<file path="config.mk">
export PLATFORM = sky130hd
export DESIGN_NAME = pipe_hazard_ctrl
export DESIGN_NICKNAME = d
export VERILOG_FILES = /design/src/rtl/pipe_hazard_ctrl.sv
export SDC_FILE = /design/constraint.sdc
export NUM_CORES = 1
export LEC_CHECK = 0
export ABC_CLOCK_PERIOD_IN_PS = 3600
export CORE_ASPECT_RATIO = 1.75
export CORE_UTILIZATION = 35
export DETAILED_ROUTE_END_ITERATION = 8
export SLEW_MARGIN = 20
export SYNTH_ARGS = -nofsm -noshare
export SYNTH_HDL_FRONTEND = slang
export SYNTH_SLANG_ARGS = --single-unit
export TNS_END_PERCENT = 50
</file>
<file path="constraint.sdc">
create_clock -name clk -period 3.6 [get_ports clk]
set_input_delay 0.36 -clock clk [delete_from_list [all_inputs] [get_ports clk]]
set_output_delay 0.36 -clock clk [all_outputs]
set_load 0.02 [all_outputs]
</file>
<file path="src/rtl/pipe_hazard_ctrl.sv">
// Execute-stage hazard controller: tracks EX/MEM/WB destination shadows and
// produces forwarding selects, load-use stalls, branch flushes and
// multicycle-op handshakes.
module pipe_hazard_ctrl #(
  parameter int unsigned FLUSH_CYC  = 1,
  parameter int unsigned MC_TIMEOUT = 64
) (
  input  logic       clk,
  input  logic       rst_n,
  input  logic       id_valid,
  input  logic [4:0] id_rs1,
  input  logic [4:0] id_rs2,
  input  logic       id_rs1_en,
  input  logic       id_rs2_en,
  input  logic [4:0] id_rd,
  input  logic       id_rd_we,
  input  logic       id_is_load,
  input  logic       id_is_mc,
  input  logic       ex_br_taken,
  input  logic       mc_done,
  output logic       stall_if,
  output logic       stall_id,
  output logic       flush_if,
  output logic       flush_id,
  output logic [1:0] fwd_rs1_sel,
  output logic [1:0] fwd_rs2_sel,
  output logic       mc_start,
  output logic       mc_timeout,
  output logic [1:0] state_o
);

  typedef enum logic [1:0] {
    ST_RUN   = 2'd0,
    ST_LU    = 2'd1,
    ST_MCW   = 2'd2,
    ST_FLUSH = 2'd3
  } state_e;

  typedef struct packed {
    logic       valid;
    logic [4:0] rd;
    logic       we;
    logic       load;
  } shadow_t;

  localparam int unsigned TW = (MC_TIMEOUT > 2) ? $clog2(MC_TIMEOUT) : 1;

  state_e        state_q, state_d;
  logic [2:0]    cnt_q, cnt_d;
  logic [TW-1:0] tmo_q, tmo_d;
  logic          mc_start_q, mc_start_d;
  logic          mc_timeout_q, mc_timeout_d;
  logic [1:0]    fwd1_q, fwd1_d;
  logic [1:0]    fwd2_q, fwd2_d;
  shadow_t       ex_q, ex_d;
  shadow_t       mem_q, mem_d;
  shadow_t       wb_q, wb_d;
  logic          lu_hazard;
  logic          issue;
  shadow_t       id_ent;

  function automatic logic hit(input shadow_t s, input logic [4:0] rs, input logic en);
    return s.valid & s.we & (s.rd == rs) & (rs != 5'd0) & en;
  endfunction

  function automatic logic [1:0] fwd_src(input shadow_t ex, input shadow_t mem,
                                         input shadow_t wb, input logic [4:0] rs,
                                         input logic en);
    logic [1:0] sel;
    sel = 2'd0;
    if (hit(ex, rs, en))       sel = 2'd1;
    else if (hit(mem, rs, en)) sel = 2'd2;
    else if (hit(wb, rs, en))  sel = 2'd3;
    return sel;
  endfunction

  assign lu_hazard = id_valid & ex_q.load &
                     (hit(ex_q, id_rs1, id_rs1_en) | hit(ex_q, id_rs2, id_rs2_en));

  always_comb begin
    state_d      = state_q;
    cnt_d        = cnt_q;
    tmo_d        = '0;
    mc_start_d   = 1'b0;
    mc_timeout_d = mc_timeout_q;
    stall_if     = 1'b0;
    stall_id     = 1'b0;
    flush_if     = 1'b0;
    flush_id     = 1'b0;
    case (state_q)
      ST_RUN: begin
        if (ex_br_taken) begin
          flush_if = 1'b1;
          flush_id = 1'b1;
          cnt_d    = 3'(FLUSH_CYC);
          state_d  = ST_FLUSH;
        end else if (lu_hazard) begin
          stall_if = 1'b1;
          stall_id = 1'b1;
          flush_id = 1'b1;
          state_d  = ST_LU;
        end else if (id_valid & id_is_mc) begin
          mc_start_d = 1'b1;
          state_d    = ST_MCW;
        end
      end
      ST_LU: begin
        state_d = ST_RUN;
      end
      ST_MCW: begin
        stall_if = 1'b1;
        stall_id = 1'b1;
        // mc_start_q marks the first wait cycle, where mc_done is not trusted
        if (mc_done & ~mc_start_q) begin
          state_d = ST_RUN;
        end else if (tmo_q == TW'(MC_TIMEOUT - 1)) begin
          mc_timeout_d = 1'b1;
          state_d      = ST_RUN;
        end else begin
          tmo_d = tmo_q + TW'(1);
        end
      end
      ST_FLUSH: begin
        flush_if = 1'b1;
        if (cnt_q <= 3'd1) begin
          cnt_d   = '0;
          state_d = ST_RUN;
        end else begin
          cnt_d = cnt_q - 3'd1;
        end
      end
      default: state_d = ST_RUN;
    endcase
  end

  always_comb begin
    issue  = id_valid & ~stall_id & ~flush_id;
    id_ent = '{valid: 1'b1, rd: id_rd, we: id_rd_we, load: id_is_load};
    wb_d   = mem_q;
    mem_d  = ex_q;
    ex_d   = '0;
    fwd1_d = 2'd0;
    fwd2_d = 2'd0;
    if (state_q == ST_MCW) begin
      // multicycle op parks in EX: hold it and its selects, drain MEM
      mem_d  = '0;
      ex_d   = ex_q;
      fwd1_d = fwd1_q;
      fwd2_d = fwd2_q;
    end else if (issue) begin
      ex_d   = id_ent;
      fwd1_d = fwd_src(ex_q, mem_q, wb_q, id_rs1, id_rs1_en);
      fwd2_d = fwd_src(ex_q, mem_q, wb_q, id_rs2, id_rs2_en);
    end
  end

  always_ff @(posedge clk) begin
    if (!rst_n) begin
      state_q      <= ST_RUN;
      cnt_q        <= '0;
      tmo_q        <= '0;
      mc_start_q   <= 1'b0;
      mc_timeout_q <= 1'b0;
      fwd1_q       <= '0;
      fwd2_q       <= '0;
      ex_q         <= '0;
      mem_q        <= '0;
      wb_q         <= '0;
    end else begin
      state_q      <= state_d;
      cnt_q        <= cnt_d;
      tmo_q        <= tmo_d;
      mc_start_q   <= mc_start_d;
      mc_timeout_q <= mc_timeout_d;
      fwd1_q       <= fwd1_d;
      fwd2_q       <= fwd2_d;
      ex_q         <= ex_d;
      mem_q        <= mem_d;
      wb_q         <= wb_d;
    end
  end

  assign fwd_rs1_sel = fwd1_q;
  assign fwd_rs2_sel = fwd2_q;
  assign mc_start    = mc_start_q;
  assign mc_timeout  = mc_timeout_q;
  assign state_o     = state_q;

endmodule
</file>
# Yosys cells after proc, flatten, opt, wreduce, memory -nomap -nowiden
# Cells that the tools add are included.
totals:
  input_bits: 25
  wordCells: 106
  out_inout_bits: 12
  ff_bits: 39
op_classes:
  addsub: 2
  n_mux: 27
  n_eq_ne: 14
  order_cmp: 1
  n_reduce_logical: 10
  bitwise: 35
op_table:
  columns: ["operator", "count"]
  rows:
  - ["$eq 5x5->1", 6]
  - ["$mux 2", 14]
  - ["$and 1x1->1", 27]
  - ["$reduce_bool 5->1", 2]
  - ["$mux 8", 1]
  - ["$pmux 2 s4", 1]
  - ["$reduce_or 4->1", 2]
  - ["$not 1->1", 7]
  - ["$add 6x1->6 const B", 1]
  - ["$eq 6x6->1 const B", 1]
  - ["$mux 1", 6]
  - ["$mux 3", 2]
  - ["$pmux 3 s2", 1]
  - ["$reduce_and 3->1", 2]
  - ["$eq 2x2->1 const B", 2]
  - ["$ne 2x2->1 const B", 2]
  - ["$ne 4x4->1 const B", 1]
  - ["$pmux 1 s2", 2]
  - ["$le 3x1->1 const B", 1]
  - ["$ne 3x3->1 const B", 1]
  - ["$sub 3x1->3 const B", 1]
  - ["$eq 2x1->1 const B", 1]
  - ["$logic_not 2->1", 1]
  - ["$reduce_and 2->1", 1]
  - ["3 further kinds", 3]

# Depth between registers and ports, before layout
# Gate-level depths: netlist (run 1).
depth:
  depth_word: 13
  depth_mapped: 8
  depth_no_buf: 8

# Worst setup path after synthesis (run 1)
# OpenSTA, ideal clock, no wires.
synth_timing:
  path_type: "input to output"
  start: "input id_rs1[1]"
  end: "output stall_if"
  stages: 6
  path_slack_ns: 1.420
  arrival_time_ns: 1.820
  cell_sequence: "or4_4 -> o21ai_2 -> nor4_2 -> o21a_2 -> a31o_2 -> buf_4"
synth_between:
  elab_chain_cells: 9
  elab_cells_between_ends: 10
  classes_between: "eq/ne: 1; mux: 3; bitwise: 5; reduce/logical: 1"
synth_rtl:
  columns: ["item", "line", "rtl"]
  rows:
  - ["start: declaration", "11", "input logic [4:0] id_rs1,"]
  - ["$eq 5x5->1", "63", "return s.valid & s.we & (s.rd == rs) & (rs != 5'd0) & en;"]
  - ["$and 1x1->1", "63", null]
  - ["$and 1x1->1 * (2 in series)", "63", null]
  - ["$or 1x1->1 *", "78", "(hit(ex_q, id_rs1, id_rs1_en) | hit(ex_q, id_rs2, id_rs2_en));"]
  - ["$and 1x1->1 *", "77", "assign lu_hazard = id_valid & ex_q.load &"]
  - ["$mux 1 * (2 in series)", null, null]
  - ["$pmux 1 s2 *", null, null]
  - ["end: declaration", "21", "output logic stall_if,"]
# Mark *: on every way between the ends. The rest lies on a longest branch, timed or not.

# Worst setup path after layout (run 1)
layout_timing:
  start: "input id_rs2[2]"
  end: "output stall_id"
layout_between:
  elab_chain_cells: 9
  elab_cells_between_ends: 10
  classes_between: "eq/ne: 1; mux: 3; bitwise: 5; reduce/logical: 1"
layout_rtl:
  columns: ["item", "line", "rtl"]
  rows:
  - ["start: declaration", "12", "input logic [4:0] id_rs2,"]
  - ["$eq 5x5->1", "63", null]
  - ["$and 1x1->1", "63", null]
  - ["$and 1x1->1 * (2 in series)", "63", null]
  - ["$or 1x1->1 *", "78", null]
  - ["$and 1x1->1 *", "77", null]
  - ["$mux 1 *", "97", "end else if (lu_hazard) begin"]
  - ["$mux 1 *", "92", "if (ex_br_taken) begin"]
  - ["$pmux 1 s2 *", "90", "case (state_q)"]
  - ["end: declaration", "22", "output logic stall_id,"]
# Marks and branches as above.

==> impl_metrics.ini, run 1 <==
[status]
status = complete, no violations

[die]
pin_count = 37
chipWidth_um = 59.0
die_area_um2 = 6000
dieHeight_um = 102
initial_core_util = 0.359
core_um2 = 5540
rows = 36

[finish]
drive_above_1_share = 0.0952
fin_nets = 282
final_common_cell = dfxtp_1
final_cell_mix = dfxtp_1 (39), clkdlybuf4s50_1 (36), xnor2_1 (31)
area_growth_pct = 27.4
insertedDiodeCount = 0

[timing]
fmax_mhz = 317
rsz0062_at_grt = no
hold_viol_final = 0
setup_viol = 0
clock_skew_ps = 8.15
maxSlewHeadroom = 0.539
setup-tns-final_ps = 0
slew_violations = 0
setup_ws_ps = 450
finalCriticalPeriod_ps = 3150
worstMarginPinSlew_ps = 690
whs_ps = 441
finalCritPeriodShare = 0.875

[cts]
cts-buffers-inserted = 5
worst_skew_pair.late_latency_ps = 300
cts-root-buf = clkbuf_8
cts_buffer_depth = 2
cts_setup_buffers = 0
clkSinkCount = 39
clk_pin_slew_ps = 70
h-tree-depth = 2
holdBufCountCts = 0
ctsResizeCount = 0
cts_tree = done

[critical_path]
slowest_stage = or4_4
crit-reg2reg-launch = state_o[1]
rrSetupSlack_ps = 1510
required_ps = 3240
critPathArrivalTime_ps = 2790
endpoint_kind = output pin
reg2regPathDepth = 6
crit_path_start = id_rs2[2]
cp_num_buf_inv = 2
worstReg2RegEnd = cnt_q[2]
slowest_delay_ps = 570
crit_top_cell = clkdlybuf4s50_1
path_delay_family = buffers and inverters
startpoint_type = input port
crit_type = in -> out
cp_max_fo = 5
crit_chain = clkdlybuf4s50_1 > or4_4 > o21ai_2 > nor4_2 > o21a_2 > a31o_2 > clkdlybuf4s50_1

[logic_synthesis]
synthXorXnorAreaFrac = 0.150
syn-num-nets = 243
synth-async-reset-ratio = 0
synth_edf_count = 0
synth_top_family_by_area = simple AND/OR/NAND/NOR gates
yosys_warnings = 0
synth-compound-area-share = 0.160
synthCells = 212
synth_area_um2 = 1990
avgSynthCellArea_um2 = 9.38
ys_ff_latch = 39
yosys.area_share.simple = 0.233
synth_fa_ha_area_frac = 0.0378
ys.flop_type = dfxtp_1
synth.distinct_cells = 41
synthMuxAreaShare = 0
ys_seq_area_frac = 0.393

[worst_hold_path]
min_path_type = reg -> reg
hp-start = tmo_q[0]
hold_depth = 1
hold_path_end = tmo_q[0]

[placement]
dp_hpwl_um = 3750
place_ws_ps = 470
gp_congestion = 0.858
port_buffers = 36

[detailed_routing]
drc = 0
avgViaCountPerCell = 5.05
detail-route-antenna-nets = 0
finalWirelength_um = 4700
routedWlPerCell_um = 14.3
drtPass1Iterations = 4
drt_iter0_drc = 49
vias = 1658

[grt]
grt.busiest_layer = met2
grt_antenna_before_repair = 0
grt_max_degree = 14
use_met3 = 0.0268
grt_pass1_wl_um = 7810
grt_util_met1 = 0.177
grt.overflow.total = 0
met2_usage = 0.339
grtUsageTotal = 0.175
grt_pass1_vias = 1688

[power_and_ir_drop]
p_int_mw = 0.753
p_total_mw = 1.04
leakagePower_nw = 0.841
power.switching_mw = 0.285
seqPwrFrac = 0.453
power.share.clock = 0.353
p_per_area_nw_per_um2 = 410
pwr-share-comb = 0.195
switching_share = 0.274
peakVddDrop_v = 0.000198

[flow_run]
cap_violations = 0
power groups by stage:
stage               Sequential (mW)  Clock (mW)  Combinational (mW)
floorplan                     0.478           0               0.121
global placement              0.480           0               0.204
detailed placement            0.480           0               0.203
CTS                           0.470       0.375               0.205
global route                  0.473       0.392               0.223
finish                        0.470       0.366               0.202
kinds of logic (layout without fill, tap and decap cells):
logic type | count (synthesis) | in the layout
fa+ha+maj | 6 | 6
flops | 39 | 39
compound gates | 40 | 40
simple gates | 81 | 81
buf+inv | 12 | 52
xor+xnor | 34 | 34
per-layer routing:
metal	up-vias	wire length (um)
met5	-	0
met2	43	2640
met1	779	1770
li1	825	-
met3	11	176
met4	0	116
synthesized netlist by cell type (2+ instances only):
cell	n	share of area
dfxtp_1	39	0.39
xnor2_1	31	0.14
and2_1	15	0.047
nor2_1	14	0.026
nand2_1	13	0.025
inv_1	8	0.015
o21ai_0	8	0.020
a21oi_1	7	0.018
a32o_1	7	0.035
nand4_1	7	0.022
ha_1	6	0.038
nand3_1	5	0.013
nor2b_1	4	0.013
nor3_1	4	0.010
nor4_1	4	0.013
o21a_1	4	0.015
and3_1	3	0.0094
xor2_1	3	0.013
a31oi_1	2	0.0063
buf_4	2	0.0075
clkbuf_1	2	0.0038
nand2b_1	2	0.0063
nor4_2	2	0.013
o21ai_2	2	0.0088
or4_4	2	0.011
state kept, by name, summed over array words and instances, names as in the netlist:
register     count
mc_start         1
tmo_q            6
wb_q             7
state_o          2
fwd_rs1_sel      2
cnt_q            3
fwd_rs2_sel      2
mem_q            7
mc_timeout       1
ex_q             8
stage by stage:
step / std cells / util / area [um2]
finish: 328 / 0.457 / 2530
floorplan: 212 / - / 1990
global route: 328 / 0.457 / 2530
CTS: 328 / 0.457 / 2530
detailed placement: 320 / 0.437 / 2420
global placement: 320 / 0.437 / 2420
final cells by class:
cell class / instances / area [um2]
clock buffers: 5 / 68.8
clock inverters: 3 / 43.8
fillers: 563 / 3010
inverters: 8 / 30.0
multi-input cells: 161 / 1150
flip-flops and latches: 39 / 781
well taps: 76 / 95.1
repair buffers: 36 / 360
worst max-delay path by stage:
stage,cells past startpoint,endpoint,slack [ps]
final,7,stall_id,450
after detailed placement,7,stall_id,470
after floorplan,6,stall_if,1420
after global placement,7,stall_if,480
after global routing,8,flush_id,290
after CTS,7,stall_id,450
No activity file was read; power rests on OpenSTA's default activity.
==> inputs of run 2 (changes only) <==
--- a/config.mk
+++ b/config.mk
@@ -9,6 +9,7 @@
 export CORE_ASPECT_RATIO = 1.75
 export CORE_UTILIZATION = 35
 export DETAILED_ROUTE_END_ITERATION = 8
+export PLACE_DENSITY_LB_ADDON = 0.15
 export SLEW_MARGIN = 20
 export SYNTH_ARGS = -nofsm -noshare
 export SYNTH_HDL_FRONTEND = slang
==> run 2 against run 1 <==
Effect of this change:
- register-to-register slack got worse by 30 ps
- global-route usage rose by 1.0 points
- final cell count rose by 0.30%
- critical path depth did not move
- first-iteration DRC count fell by 2.0%
==> impl_metrics.ini, run 2 (synthesis results as in run 1) <==
[status]
status = complete, no violations

[detailed_routing]
vias = 1677
finalWirelength_um = 4950
drc = 0
detail-route-antenna-nets = 0
drt_iter0_drc = 48
routedWlPerCell_um = 15.1
avgViaCountPerCell = 5.10
drtPass1Iterations = 4

[power_and_ir_drop]
switching_share = 0.273
leakagePower_nw = 0.846
p_int_mw = 0.754
power.switching_mw = 0.284
power.share.clock = 0.349
seqPwrFrac = 0.454
p_per_area_nw_per_um2 = 408
peakVddDrop_v = 0.000244
pwr-share-comb = 0.197

[timing]
finalCriticalPeriod_ps = 3150
setup-tns-final_ps = 0
setup_viol = 0
rsz0062_at_grt = no
finalCritPeriodShare = 0.874
clock_skew_ps = 7.59
slew_violations = 0
worstMarginPinSlew_ps = 700
maxSlewHeadroom = 0.533
hold_viol_final = 0
fmax_mhz = 318

[finish]
final_common_cell = dfxtp_1
top_regs = ex_q (8), mem_q (7), wb_q (7)
largest_reg_flops = 8
fin_nets = 283
insertedDiodeCount = 0
fin_area_um2 = 2540
area_growth_pct = 27.8
drive_above_1_share = 0.0988
regMostFlops = ex_q
final_cell_mix = dfxtp_1 (39), clkdlybuf4s50_1 (36), xnor2_1 (31)

[cts]
cts-buffers-inserted = 5
h-tree-depth = 2
cts_tree = done
cts_setup_buffers = 0
worst_skew_pair.late_latency_ps = 290
ctsResizeCount = 0
cts_buffer_depth = 2
cts-root-buf = clkbuf_8
clk_pin_slew_ps = 70
holdBufCountCts = 0
clkSinkCount = 39

[die]
rows = 36
core_um2 = 5540
chipWidth_um = 59.0
initial_core_util = 0.359
dieHeight_um = 102
pin_count = 37
die_area_um2 = 6000

[grt]
grtUsageTotal = 0.185
use_met3 = 0.0294
grt.busiest_layer = met2
grt_max_degree = 14
grt_pass1_vias = 1718
grt_antenna_before_repair = 0
grt.overflow.total = 0
grt_util_met1 = 0.176
met2_usage = 0.370
grt_pass1_wl_um = 8140

[worst_hold_path]
min_path_type = reg -> reg

[placement]
port_buffers = 36
place_area_um2 = 2430
gp_congestion = 0.858
dp_hpwl_um = 3940

[critical_path]
crit_type = in -> out
endpoint_kind = output pin
required_ps = 3240
startpoint_type = input port
cp_max_fo = 5
rrSetupSlack_ps = 1480
critPathArrivalTime_ps = 2790

[flow_run]
cap_violations = 0
[run 2: critical path: stages]
cell and delay (ps):
clkdlybuf4s50_1 510, or4_4 590, o21ai_2 190, nor4_2 100
o21a_2 260, a31o_2 240, clkdlybuf4s50_1 530
[run 2: final timing paths]
kind	from	endpoint	cells after the start
worst max register to register	state_o[0]	fwd_rs1_sel[1]	6
worst min-delay path	tmo_q[0]	tmo_q[0]	1
worst min register to register	tmo_q[0]	tmo_q[0]	1
worst max-delay path	id_rs1[1]	stall_id	7
[run 2: per-stage QoR]
stage | util | power, mW | worst slack (ps) | cells | hold slack (ps)
detailed placement | 0.438 | 0.686 | 467 | 321 | 442
global placement | 0.438 | 0.685 | 480 | 321 | 431
finish | 0.459 | 1.04 | 453 | 329 | 449
floorplan | - | 0.599 | 1420 | 212 | 413
global route | 0.459 | 1.09 | 223 | 329 | 487
CTS | 0.459 | 1.05 | 453 | 329 | 454
[run 2: per-layer routing]
layer	share of wire	routed length, um
met4	0.027	133
met1	0.37	1840
met5	0	0
met2	0.57	2840
met3	0.028	137
[run 2: power groups by stage]
stage	Clock, mW	Sequential [mW]	Combinational, mW
2_1_floorplan	0	0.478	0.121
3_3_place_gp	0	0.481	0.205
3_5_place_dp	0	0.481	0.205
4_1_cts	0.373	0.471	0.206
5_1_grt	0.392	0.474	0.224
6_report	0.362	0.471	0.205
[run 2: layout make-up]
cell class | instances | area [um2]
inverter | 8 | 30.0
timing repair buffer | 37 | 368
tap | 76 | 95.1
clock buffer | 5 | 68.8
fill | 581 | 3000
multi-input combinational | 161 | 1150
clock inverter | 3 | 43.8
sequential | 39 | 781
